## src/rtl/mux_n_to_1_pipe_pkg.sv

```systemverilog
// mux_n_to_1_pipe_pkg: shared constants and the clog2 helper for the pipelined mux
package mux_n_to_1_pipe_pkg;
  localparam int SIZE_DEFAULT = 32;
  function automatic int clog2(input int n);
    int r;
    r = 0;
    for (int i = 0; i < 31; i++) if ((1 << i) < n) r = i + 1;
    return (r < 1) ? 1 : r;
  endfunction
endpackage

```

## src/rtl/mux_n_to_1_pipe_sel.sv

```systemverilog
// mux_n_to_1_sel: combinational channel select, zero and flag on out-of-range index
module mux_n_to_1_sel #(
  parameter int SIZE  = 32,
  parameter int NUM   = 4,
  parameter int SEL_W = 2
) (
  input  logic [NUM*SIZE-1:0] data_i,
  input  logic [SEL_W-1:0]    select_i,
  output logic [SIZE-1:0]     data_o,
  output logic                range_err_o
);
  logic hit;
  always_comb begin
    data_o = '0;
    hit = 1'b0;
    for (int k = 0; k < NUM; k++) begin
      if (select_i == SEL_W'(k)) begin
        data_o = data_i[k*SIZE +: SIZE];
        hit = 1'b1;
      end
    end
    range_err_o = !hit;
  end
endmodule

```

## src/rtl/mux_n_to_1_pipe.sv

```systemverilog
// mux_n_to_1_pipe: N-to-1 mux feeding a two-entry skid buffer with sticky select error
module mux_n_to_1_pipe
  import mux_n_to_1_pipe_pkg::*;
#(
  parameter int SIZE  = SIZE_DEFAULT,
  parameter int NUM   = 4,
  parameter int SEL_W = clog2(NUM)
) (
  input  logic                clk_i,
  input  logic                rst_i,
  input  logic [NUM*SIZE-1:0] data_i,
  input  logic [SEL_W-1:0]    select_i,
  input  logic                valid_i,
  output logic                ready_o,
  output logic [SIZE-1:0]     data_o,
  output logic                valid_o,
  input  logic                ready_i,
  output logic [1:0]          count_o,
  output logic                err_o
);
  logic [SIZE-1:0] sel_data, main_q, main_d, skid_q, skid_d;
  logic main_v_q, main_v_d, skid_v_q, skid_v_d, err_q, err_d;
  logic sel_err, acc, rel, load_main, load_skid, from_skid;

  mux_n_to_1_sel #(.SIZE(SIZE), .NUM(NUM), .SEL_W(SEL_W)) u_sel (
    .data_i      (data_i),
    .select_i    (select_i),
    .data_o      (sel_data),
    .range_err_o (sel_err)
  );

  // ready_o depends only on registered state, so ready_i never reaches it combinationally
  always_comb begin
    acc       = valid_i & ~skid_v_q;
    rel       = main_v_q & ready_i;
    from_skid = rel & skid_v_q;
    load_main = acc & (~main_v_q | rel);
    load_skid = acc & main_v_q & ~rel;
    main_d    = from_skid ? skid_q : load_main ? sel_data : main_q;
    main_v_d  = from_skid | load_main | (main_v_q & ~rel);
    skid_d    = load_skid ? sel_data : skid_q;
    skid_v_d  = load_skid | (skid_v_q & ~rel);
    err_d     = err_q | (acc & sel_err);
  end

  always_ff @(posedge clk_i or posedge rst_i) begin
    if (rst_i) begin
      main_q   <= '0;
      skid_q   <= '0;
      main_v_q <= 1'b0;
      skid_v_q <= 1'b0;
      err_q    <= 1'b0;
    end else begin
      main_q   <= main_d;
      skid_q   <= skid_d;
      main_v_q <= main_v_d;
      skid_v_q <= skid_v_d;
      err_q    <= err_d;
    end
  end

  assign ready_o = ~skid_v_q;
  assign data_o  = main_q;
  assign valid_o = main_v_q;
  assign count_o = {1'b0, main_v_q} + {1'b0, skid_v_q};
  assign err_o   = err_q;
endmodule

```

## config.mk

```make
export PLATFORM = sky130hd
export DESIGN_NAME = mux_n_to_1_pipe
export DESIGN_NICKNAME = d
export VERILOG_FILES = /design/src/rtl/mux_n_to_1_pipe_pkg.sv /design/src/rtl/mux_n_to_1_pipe_sel.sv /design/src/rtl/mux_n_to_1_pipe.sv
export SDC_FILE = /design/constraint.sdc
export NUM_CORES = 1
export LEC_CHECK = 0
export ABC_AREA = 1
export CAP_MARGIN = 10
export CORE_MARGIN = 5
export CORE_UTILIZATION = 27
export CTS_CLUSTER_DIAMETER = 40
export DETAILED_ROUTE_END_ITERATION = 16
export PLACE_DENSITY = 0.64
export SKIP_LAST_GASP = 1
export SYNTH_ARGS = -nofsm -noshare
export SYNTH_HDL_FRONTEND = slang
export SYNTH_SLANG_ARGS = --single-unit
```

## constraint.sdc

```tcl
create_clock -name clk_i -period 2.5 [get_ports clk_i]
set_clock_uncertainty 0.15 [all_clocks]
set_input_delay 0.25 -clock clk_i [delete_from_list [all_inputs] [get_ports clk_i]]
set_output_delay 0.25 -clock clk_i [all_outputs]
set_load 0.01 [all_outputs]
```

======== Yosys cells after proc, flatten, opt, wreduce, memory -nomap -nowiden ========
Cells that the tools add are included.
cells by class
  add/subtract/negate cells ............... 1
  bitwise logic cells ..................... 17
  reduce and logical (&&, ||, !) cells .... 3
  muxes and demuxes ....................... 10
  equal/unequal tests ..................... 3
operator list
  cell                  number
  $mux W32              6
  $and A1 B1 Y1         9
  $or A1 B1 Y1          5
  $eq A2 B2 Y1 const B  2
  $mux W1               4
  $not A1 Y1            3
  $add A1 B1 Y2         1
  $eq A2 B1 Y1 const B  1
  $logic_not A2 Y1      1
  $reduce_bool A2 Y1    1
  $logic_not A1 Y1      1
storage, ports and cells
  input bits .............................. 134
  logic and storage cells ................. 39
  bits in registers ....................... 67
  output and inout port bits .............. 37

======== Depth between registers and ports, before layout ========
  word-level depth ........................ 8
  depth in mapped cells ................... 8
  depth with buffers taken out ............ 7

======== Modules after synthesis ========
A second synthesis with hierarchy kept.
unflattened totals
  cell total of the unflattened synthesis .. 594
  area total of the unflattened synthesis .. 4215.3 µm²
by module, submodules not included
  module           seq. area each (µm²)  cells each  instances  area an instance (µm²)
  mux_n_to_1_pipe  1676.6                406         1          3235.6
  mux_n_to_1_sel   0.0                   188         1          979.7

======== Least setup slack after synthesis ========
Ideal clock, no wire load.
  path type ............................... reg-to-reg
  from .................................... reg main_v_q, in the netlist valid_o
  to ...................................... reg main_q[10], in the netlist data_o[10]
  setup slack ............................. 1151 ps
  period minus slack after synthesis ...... 1349 ps
  setup time .............................. 116 ps
  path buffers ............................ 1
  cell stages (with the launch flop) ...... 7
  data required time ...................... 2234 ps
  data arrival time ....................... 1082 ps
  path through ............................ dfrtp_1 -> nand2_2 -> nand2_4 -> clkinv_2 -> clkbuf_4 -> nand3_1 -> nand2_1
on the way
  longest elaborated chain between the ends .. 4
  elaborated cells between the ends (all ways) .. 7
  classes of those cells .................. mux: 1; bitwise: 5; reduce/logical: 1
RTL lines
  element                                             RTL line                                      RTL
  start, declared                                     mux_n_to_1_pipe.sv:22                         logic main_v_q, main_v_d, skid_v_q, skid_v_d, err_q, err_d;
  start signal, assigned                              mux_n_to_1_pipe.sv:56                         main_v_q <= main_v_d;
  $and A1 B1 Y1 / $not A1 Y1 (equally long branches)  mux_n_to_1_pipe.sv:35, mux_n_to_1_pipe.sv:37
  $or A1 B1 Y1                                        mux_n_to_1_pipe.sv:37                         load_main = acc & (~main_v_q | rel);
  $and A1 B1 Y1                                       mux_n_to_1_pipe.sv:37
  $reduce_bool A2 Y1 (no line)                        -
  end signal, assigned                                mux_n_to_1_pipe.sv:54                         main_q <= main_d;
  end, declared                                       mux_n_to_1_pipe.sv:21                         logic [SIZE-1:0] sel_data, main_q, main_d, skid_q, skid_d;
Parallel ways exist; a longest one is shown, timed or not.
A chain may end at the register's enable or synchronous reset.

======== Worst setup path after layout ========
  from .................................... reg skid_v_q
  to ...................................... out count_o[0]
on the way
  longest elaborated chain between the ends .. 1
RTL lines
  element                 RTL line               RTL
  start, declared         mux_n_to_1_pipe.sv:22
  start signal, assigned  mux_n_to_1_pipe.sv:57  skid_v_q <= skid_v_d;
  $add A1 B1 Y2           mux_n_to_1_pipe.sv:65  assign count_o = {1'b0, main_v_q} + {1'b0, skid_v_q};
  end, declared           mux_n_to_1_pipe.sv:18  output logic [1:0] count_o,
Every way passes these cells.

==> summary.txt <==
Core ar.: 0.0146 sq mm
Largest net degree at the start of global routing: 34
Synth unique cells: 21
Die W: 133 microns
Drc violations: 0
Fin crit share: 80.4%
Routed Antenna Nets: 0
Total routed wirelength: 14.4 mm
Leak Pwr: 2.90 nW
Final Hold Fails: 0
Initial Util: 27.8%
Min Hold Slack: 0.0725 ns
CTS tree: yes
Cell taking the most area after synthesis: dfrtp_1
CP max FO: 5
Layout net count: 868
Mean Syn Cell Area: 7.08 sq um
Root buffer cell: clkbuf_16
Initial DRC count: 350
First-pass GRT wire length: 22.9 mm
Overflow after GRT: 0
Internal power: 3.43 mW
Clock sink count: 67
Clock buffer depth: 2
Post-synthesis cell count: 575
Syn nets: 710
Fin. max-slew vios: 0
Sw frac: 35.0%
Reg2Reg Depth: 5
Sequential element share of the synthesized area: 41.2%
Row count: 44
CTS Hold Buffers Added: 0
Setup TNS: 0 ns
Seq pwr share: 35.8%
H-tree levels: 3
Post-CTS setup buffer count: 0
Detailed-route via count: 4218
Seq cells post-synth: 67
Most frequent cells in the layout: 195 x nand2_1, 168 x clkdlybuf4s50_1, 161 x nand3_1
Max Fclk: 497 MHz
Critical path type: reg2out
Reg2reg start: valid_o
Number of port buffers: 170
Die Y: 133 microns
# resized after CTS: 0
Flop2flop setup slack: 0.61 ns
Total power: 5.28 mW
Number of global-route vias before repair: 4314
Ys Warns: 0
Crit path required time: 2.10 ns
Status: complete, no violations
Tmin final: 2.01 ns
CP Launch Type: flop
Comb pwr share: 41.6%
Initial antenna violation count: 0
Antenna Cells: 0
HP Class: in2async
Layout Area Growth over Synthesis: 51.4%
TritonCTS Buffers: 9
First-pass DRT Iterations: 4
Critical path arrival: 1.61 ns
Synth Cell Area: 0.00407 sq mm
Worst slew pin tran: 0.638 ns
Final GP Congestion: 0.769
Share of the synthesized area in the top cell type: 41.2%
WL/cell: 15.7 microns
# Max-Cap Violations: 0
Die area: 0.0176 sq mm
Global-route usage over all layers: 16.4%
Post-DP HPWL: 10.6 mm
Pwr dens: 856 mW/mm^2
Clk Latency, worst-skew pair: 0.32 ns
RSZ-0062 raised after global routing: false
Share of cells above drive strength 1: 6.24%
Cells after DPL: 906
CP endpoint kind: output port
Worst slew margin relative to its limit: 57.4%
Synth area leaders: dfrtp_1 41%, nand3_1 20%, nand2_1 18%
Non-filler cells, final: 921
Setup-failing EPs final: 0
P_sw: 1.85 mW
FF-to-FF End: data_o[6]
Vias/cell: 4.58
Most common cell after layout, fill and taps aside: nand2_1
Io pins: 171
Clock network fraction of total power: 22.6%
Max rail drop VDD: 368 uV
Clock slew at reported path FFs: 0.05 ns
state kept, by name, indices dropped and copies added (netlist names):
name,flops
skid_q,32
err_o,1
valid_o,1
skid_v_q,1
data_o,32
critical path: stages, from the launching register on:
cell             delay (ns)
dfrtp_1                0.45
ha_1                   0.31
clkdlybuf4s50_1        0.53
per-layer routing:
layer	vias up	track usage (%)	routed length [microns]	part of all wire, %
li1	2168	-	-	-
met1	1926	20.9	6320	44
met2	115	28.0	7000	48
met3	9	4.71	997	6.9
met4	0	3.35	131	0.91
met5	-	0	0	0
synth_stat cells:
master	number
buf_2	14
buf_4	10
buf_6	6
clkbuf_1	7
clkbuf_4	1
clkinv_2	1
dfrtp_1	67
ha_1	1
inv_1	37
inv_2	4
nand2_1	195
nand2_2	2
nand2_4	1
nand3_1	161
nand3_2	1
nor2_4	2
nor2_8	1
o21ai_0	24
o21ai_1	8
or2_1	30
or2_2	2
layout make-up:
class / count / area, sq um
clock buffers: 13 / 270
well taps: 184 / 230
flip-flops and latches: 67 / 1680
repair buffers: 185 / 1830
inverters: 42 / 159
fillers: 1533 / 8480
multi-input cells: 428 / 1990
clock inverters: 2 / 10.0
cell families after synthesis:
kind of cell             after synthesis  synth area share (%)
buffers and inverters                 80                  9.96
flip-flops                            67                  41.2
AND/OR/NAND/NOR                      395                  44.6
adder cells (fa/ha/maj)                1                 0.307
AO/OA/AOI/OAI                         32                  3.94
how the worst max path moves through the flow:
| stage | startpoint | to | slack [ns] |
|---|---|---|---|
| 3_3_place_gp | ready_i | data_o[13] | 0.32 |
| 3_5_place_dp | ready_i | data_o[30] | 0.27 |
| 6_report | skid_v_q | count_o[0] | 0.49 |
| 5_1_grt | valid_o | data_o[9] | 0.43 |
| 4_1_cts | skid_v_q | count_o[0] | 0.48 |
| 2_1_floorplan | rst_i | data_o[0] | 0.42 |
power by group through the flow:
stage	registers, mW	logic [mW]	clock network (mW)
floorplan	1.98	1.09	0
global placement	1.90	2.21	0
detailed placement	1.91	2.22	0
CTS	1.89	2.24	1.22
global route	1.96	2.48	1.27
finish	1.89	2.20	1.19
metrics by stage:
| step | utilization [%] | setup WS (ns) | instance area [sq um] |
|---|---|---|---|
| after detailed placement | 40.2 | 0.270 | 5880 |
| after floorplan | - | 0.417 | 4070 |
| after CTS | 42.1 | 0.477 | 6160 |
| after global placement | 40.2 | 0.321 | 5880 |
| final | 42.1 | 0.490 | 6160 |
| after global routing | 42.1 | 0.432 | 6160 |
No activity file was read; power rests on OpenSTA's default activity.
